<file path="src/rtl/iq_quant_packer.sv">
// IQ quantiser/packer: {I,Q} reduced to B bits each, packed MSB-first; IQ_QUANT_ROUND_EN selects round-half-up with saturation.
// Latency 1 from completing sample to o_tvalid; i_tready = ~o_tvalid | o_tready, so input stalls only while a word is held.
module iq_quant_packer #(
  parameter int IN_WIDTH  = 32,
  parameter int OUT_WIDTH = 32,
  parameter int CNT_W     = $clog2(OUT_WIDTH/2+1)
) (
  input  logic                 clk,
  input  logic                 reset,
  input  logic [1:0]           mode,
  input  logic [IN_WIDTH-1:0]  i_tdata,
  input  logic                 i_tlast,
  input  logic                 i_tvalid,
  output logic                 i_tready,
  output logic [OUT_WIDTH-1:0] o_tdata,
  output logic                 o_tlast,
  output logic                 o_tvalid,
  input  logic                 o_tready,
  output logic [CNT_W-1:0]     o_tcount
);

  localparam int W = IN_WIDTH/2;
  localparam logic [CNT_W-1:0] N_B8 = CNT_W'(OUT_WIDTH/16);
  localparam logic [CNT_W-1:0] N_B4 = CNT_W'(OUT_WIDTH/8);
  localparam logic [CNT_W-1:0] N_B2 = CNT_W'(OUT_WIDTH/4);
  localparam logic [CNT_W-1:0] N_B1 = CNT_W'(OUT_WIDTH/2);

  // Returns the B-bit code right-aligned in 8 bits; mode 3 is sign only.
  function automatic logic [7:0] quant(input logic [W-1:0] c, input logic [1:0] m);
    int         b;
    logic [7:0] q;
`ifdef IQ_QUANT_ROUND_EN
    logic signed [W:0] inc, sum, r, maxv, minv;
    logic [7:0]        mask;
`endif
    b = 8 >> m;
    if (m == 2'd3) begin
      q = {7'd0, c[W-1]};
    end else begin
`ifdef IQ_QUANT_ROUND_EN
      inc  = (W > b) ? ((W+1)'(1) << (W-b-1)) : '0;
      sum  = $signed({c[W-1], c}) + inc;
      r    = sum >>> (W-b);
      maxv = ((W+1)'(1) << (b-1)) - (W+1)'(1);
      minv = ~maxv;
      if (r > maxv)      r = maxv;
      else if (r < minv) r = minv;
      mask = 8'((9'd1 << b) - 9'd1);
      q    = r[7:0] & mask;
`else
      q = 8'(c >> (W-b));
`endif
    end
    return q;
  endfunction

  logic [OUT_WIDTH-1:0] acc_q, acc_d, out_dat_q, out_dat_d, placed;
  logic [CNT_W-1:0]     fill_q, fill_d, out_cnt_q, out_cnt_d, fill_inc, n_samp;
  logic [1:0]           mode_q, mode_d, eff_mode;
  logic                 pkt_start_q, pkt_start_d;
  logic                 out_vld_q, out_vld_d, out_last_q, out_last_d;
  logic                 accept, complete;
  logic [7:0]           qi, qq;
  logic [15:0]          samp;
  int                   bw;

  assign i_tready = ~out_vld_q | o_tready;
  assign o_tvalid = out_vld_q;
  assign o_tdata  = out_dat_q;
  assign o_tlast  = out_last_q;
  assign o_tcount = out_cnt_q;

  always_comb begin
    eff_mode    = pkt_start_q ? mode : mode_q;
    bw          = 8;
    n_samp      = N_B8;
    case (eff_mode)
      2'd0:    begin bw = 8; n_samp = N_B8; end
      2'd1:    begin bw = 4; n_samp = N_B4; end
      2'd2:    begin bw = 2; n_samp = N_B2; end
      default: begin bw = 1; n_samp = N_B1; end
    endcase
    qi       = quant(i_tdata[IN_WIDTH-1 -: W], eff_mode);
    qq       = quant(i_tdata[W-1:0], eff_mode);
    samp     = ({8'd0, qi} << bw) | {8'd0, qq};
    // Slot k lives just below slot k-1, so the first sample lands in the MSBs.
    placed   = OUT_WIDTH'(samp) << (OUT_WIDTH - 2*bw*(int'(fill_q) + 1));
    fill_inc = fill_q + CNT_W'(1);
    accept   = i_tvalid & i_tready;
    complete = accept & (i_tlast | (fill_inc == n_samp));

    acc_d       = acc_q;
    fill_d      = fill_q;
    mode_d      = mode_q;
    pkt_start_d = pkt_start_q;
    out_vld_d   = out_vld_q;
    out_dat_d   = out_dat_q;
    out_cnt_d   = out_cnt_q;
    out_last_d  = out_last_q;

    if (accept) begin
      mode_d      = eff_mode;
      pkt_start_d = i_tlast;
      if (complete) begin
        acc_d  = '0;
        fill_d = '0;
      end else begin
        acc_d  = acc_q | placed;
        fill_d = fill_inc;
      end
    end

    if (complete) begin
      out_vld_d  = 1'b1;
      out_dat_d  = acc_q | placed;
      out_cnt_d  = fill_inc;
      out_last_d = i_tlast;
    end else if (o_tready) begin
      out_vld_d  = 1'b0;
    end
  end

  always_ff @(posedge clk or posedge reset) begin
    if (reset) begin
      acc_q       <= '0;
      fill_q      <= '0;
      mode_q      <= 2'd0;
      pkt_start_q <= 1'b1;
      out_vld_q   <= 1'b0;
      out_dat_q   <= '0;
      out_cnt_q   <= '0;
      out_last_q  <= 1'b0;
    end else begin
      acc_q       <= acc_d;
      fill_q      <= fill_d;
      mode_q      <= mode_d;
      pkt_start_q <= pkt_start_d;
      out_vld_q   <= out_vld_d;
      out_dat_q   <= out_dat_d;
      out_cnt_q   <= out_cnt_d;
      out_last_q  <= out_last_d;
    end
  end

endmodule

</file>
<file path="config.mk">
export PLATFORM = sky130hd
export DESIGN_NAME = iq_quant_packer
export DESIGN_NICKNAME = d
export VERILOG_FILES = /design/src/rtl/iq_quant_packer.sv
export SDC_FILE = /design/constraint.sdc
export NUM_CORES = 1
export LEC_CHECK = 0
export CAP_MARGIN = 10
export CORE_ASPECT_RATIO = 1.4
export CORE_MARGIN = 4
export CORE_UTILIZATION = 55
export CTS_CLUSTER_DIAMETER = 50
export DETAILED_ROUTE_END_ITERATION = 10
export PLACE_DENSITY = 0.87
export RECOVER_POWER = 50
export SLEW_MARGIN = 20
export SYNTH_ARGS = -nofsm -noshare
export SYNTH_HDL_FRONTEND = slang
export SYNTH_SLANG_ARGS = --single-unit
export TNS_END_PERCENT = 100
</file>
<file path="constraint.sdc">
create_clock -name clk -period 6.8 [get_ports clk]
set_input_delay 1.02 -clock clk [delete_from_list [all_inputs] [get_ports clk]]
set_output_delay 1.02 -clock clk [all_outputs]
set_load 0.01 [all_outputs]
</file>
==> results.toml <==
[run_status]
status = "complete, but fails checks"
violations = "max-capacitance violations, max-slew violations"

[clocking]
cts.sinks = 79
cts_tree = "done"
cts_max_path_buffers = 2
h-tree-depth = 3
clk_pin_slew_ns = 0.07
post_cts_buffers = 0
numCtsBuffers = 9
root_buffer = "clkbuf_16"
clock_latency_ns = 0.35

[grt]
grt_max_degree = 80
grt_pass1_wl_um = 22900
grt_util_all_layers_pct = 27.4
grt_pass1_vias = 4700
overflow = 0
antenna_found_initial = 0

[power_and_ir_drop]
leakage_nw = 2.91
p_total_mw = 2.93
p_per_area_nw_per_um2 = 476
peakVddDrop_v = 0.000292

[sta]
finalCritPeriodShare_pct = 92.8
final-hold-violation-count = 0
min_period_ns = 6.31
final.setup.worst_slack_ns = 0.487
rsz0062_at_grt = "false"
setup_violations = 0
fmax_ghz = 0.158
slew_headroom_pct = -171
skew_ns = 0.0124
slew_violations = 80
worst_pin_slew_ns = 4.06

[placement]
place_congestion = 0.929
dp_hpwl_um = 10500
portBuffers = 62
pre_cts_ws_ns = -0.00299
dpl_cell_area_um2 = 5860

[synthesis]
synth_edf_count = 0
syn_nets = 657
synth_cells = 581
synth_top_cell_by_area = "dfrtp_1"
synth_area_leaders = "dfrtp_1, ha_1, nand2_1"
syn_area_um2 = 5100
async_flop_share_pct = 100
synth_seq_cells = 79
synth_top_area_share_pct = 38.2
synth.most_common_cell = "nand2_1"
avgSynthCellArea_um2 = 8.78
synth_common_cells = "nand2_1, dfrtp_1, nor2_1"
synth_flop_cell = "dfrtp_1"
ys_warn_count = 0
yosysUniqueCellTypes = 64
yosysSeqAreaShare_pct = 38.8

[route]
firstDrtPassIters = 5
via_count = 4597
routed_wl_um = 13900
drt_iter0_drc = 328
wire_per_inst_um = 18.5
drc = 0
viasPerCell = 6.10
antenna_left = 0

[layout]
syn2layout_area_growth_pct = 20.6
final_cell_area_um2 = 6160
layout.nets = 718
layout-drive-gt1-share_pct = 8.19
diodes = 0
final.fill_count = 718

[critical_path]
slowest_delay_ns = 0.56
reg2reg_depth = 22
cp_slowest_cell = "fa_1"
critPathMaxFanout = 14
crit_buf_inv = 4
worstPathArrival_ns = 6.53
crit_chain = "clkdlybuf4s50_1, mux2_2, nand2_1, inv_1, ha_1, ha_1, inv_1, fa_1, fa_1, inv_1, ha_1, nor2b_1, o2111ai_1, a31o_2, a21oi_1, nand3_1, nor2_1, ha_1, nand2b_1, nor3_2, and4_1, nand2_2, o41ai_1"
cp.depth = 23
required_ns = 7.02
path_class = "in2reg"
r2r_slack_ns = 0.96
startpoint_type = "input pin"
critPathTopFamily = "adder cells"
cp_common_cell = "ha_1"
endpoint_kind = "register"

[floorplan]
fp-row-count = 41
die_w_um = 89.4
die_h_um = 122
coreArea_um2 = 9030
die_area_um2 = 10900
initial_utilization_pct = 56.5
io_pins = 79

[run]
maxCapViolations = 1

[worst_hold_path]
hold_class = "reg2reg"
holdPathStages = 2
placed cells by master (no fill, tap or decap), types with 6 or more instances in the layout:
cell type,instances
a31oi_1,7
dfrtp_1,78
nor2_1,70
nand3_1,28
o31ai_1,14
clkdlybuf4s50_1,44
a21oi_1,19
nor3_1,11
nand2b_1,6
ha_1,29
xor2_1,7
fa_1,8
o21ai_1,18
o21ai_0,29
inv_1,31
buf_4,17
clkbuf_16,9
a211oi_1,6
and3_1,7
dlygate4sd3_1,18
nand2_1,81
mux2i_1,24
metrics by stage:
step                hold slack, ns   TNS, ns  cells  util [%]
detailed placement           0.461  -0.00299    738      64.9
finish                       0.474         0    754      68.2
global route                 0.509         0    754      68.2
global placement             0.452         0    738      64.9
CTS                          0.476         0    754      68.1
floorplan                    0.440         0    581         -
flip-flops by register name, summed over array words and instances (netlist names):
register and count:
acc_q 32, o_tdata 32, fill_q 5, o_tcount 5, mode_q 2, o_tlast 1
o_tvalid 1, pkt_start_q 1
what timing repair did:
action,in CTS,in global routing
setup endpoints to repair,0,20
gates resized for setup,0,3
hold buffers,0,0
cell type report:
type / count / area [µm²] / area share, %
Clock inverter: 6 / 52.6 / 0.853
Multi-Input combinational cell: 439 / 2880 / 46.7
Tap cell: 107 / 134 / 2.17
Sequential cell: 79 / 1980 / 32.1
Inverter: 33 / 124 / 2.01
Timing Repair Buffer: 80 / 752 / 12.2
Clock buffer: 10 / 239 / 3.88
metal layers:
layer  routed length (µm)  part of all wire [%]  global-route usage (%)  vias to the layer above
met5                    0                     0                       0                        -
met4                  837                   6.0                    16.8                        0
met3                  728                   5.2                    4.40                       56
met2                 7050                    51                    46.1                      167
met1                 5320                    38                    31.9                     2197
li1                     -                     -                       -                     2177
path summary, 6_finish.rpt:
kind / start / endpoint
worst max-delay path: mode[0] / o_tdata[4]
worst min-delay path: acc_q[23] / acc_q[23]
worst max register to register: pkt_start_q / o_tdata[4]
worst min register to register: acc_q[23] / acc_q[23]
max in group asynchronous: reset / acc_q[9]
min in group asynchronous: reset / o_tdata[23]
cell families (layout without fill, tap and decap cells):
group	Yosys count	in the layout	synth area share, %
AO/OA/AOI/OAI	135	135	17.6
XOR/XNOR	11	11	2.04
adder cells (fa/ha/maj)	37	37	10.2
buffers and inverters	63	129	5.15
flip-flops	79	79	38.8
multiplexers	31	31	6.67
AND/OR/NAND/NOR	225	225	19.5
worst reg2reg max path, cell delays in order (launching register included):
cell and delay (ns):
dfstp_2 0.62, mux2_2 0.40, nand2_1 0.10, inv_1 0.05
ha_1 0.17, ha_1 0.27, inv_1 0.05, fa_1 0.50
fa_1 0.56, inv_1 0.05, ha_1 0.31, nor2b_1 0.23
o2111ai_1 0.20, a31o_2 0.28, a21oi_1 0.20, nand3_1 0.10
nor2_1 0.10, ha_1 0.23, nand2b_1 0.17, nor3_2 0.16
and4_1 0.38, nand2_2 0.26, o41ai_1 0.34
report_power, final:
part	total, mW	leakage, nW	internal (mW)	switching, mW
Sequential	0.734	1.05	0.637	0.0973
Clock	0.467	0.137	0.262	0.204
Combinational	1.73	1.72	0.646	1.08
Note: power is estimated with default switching activity, not from simulation.
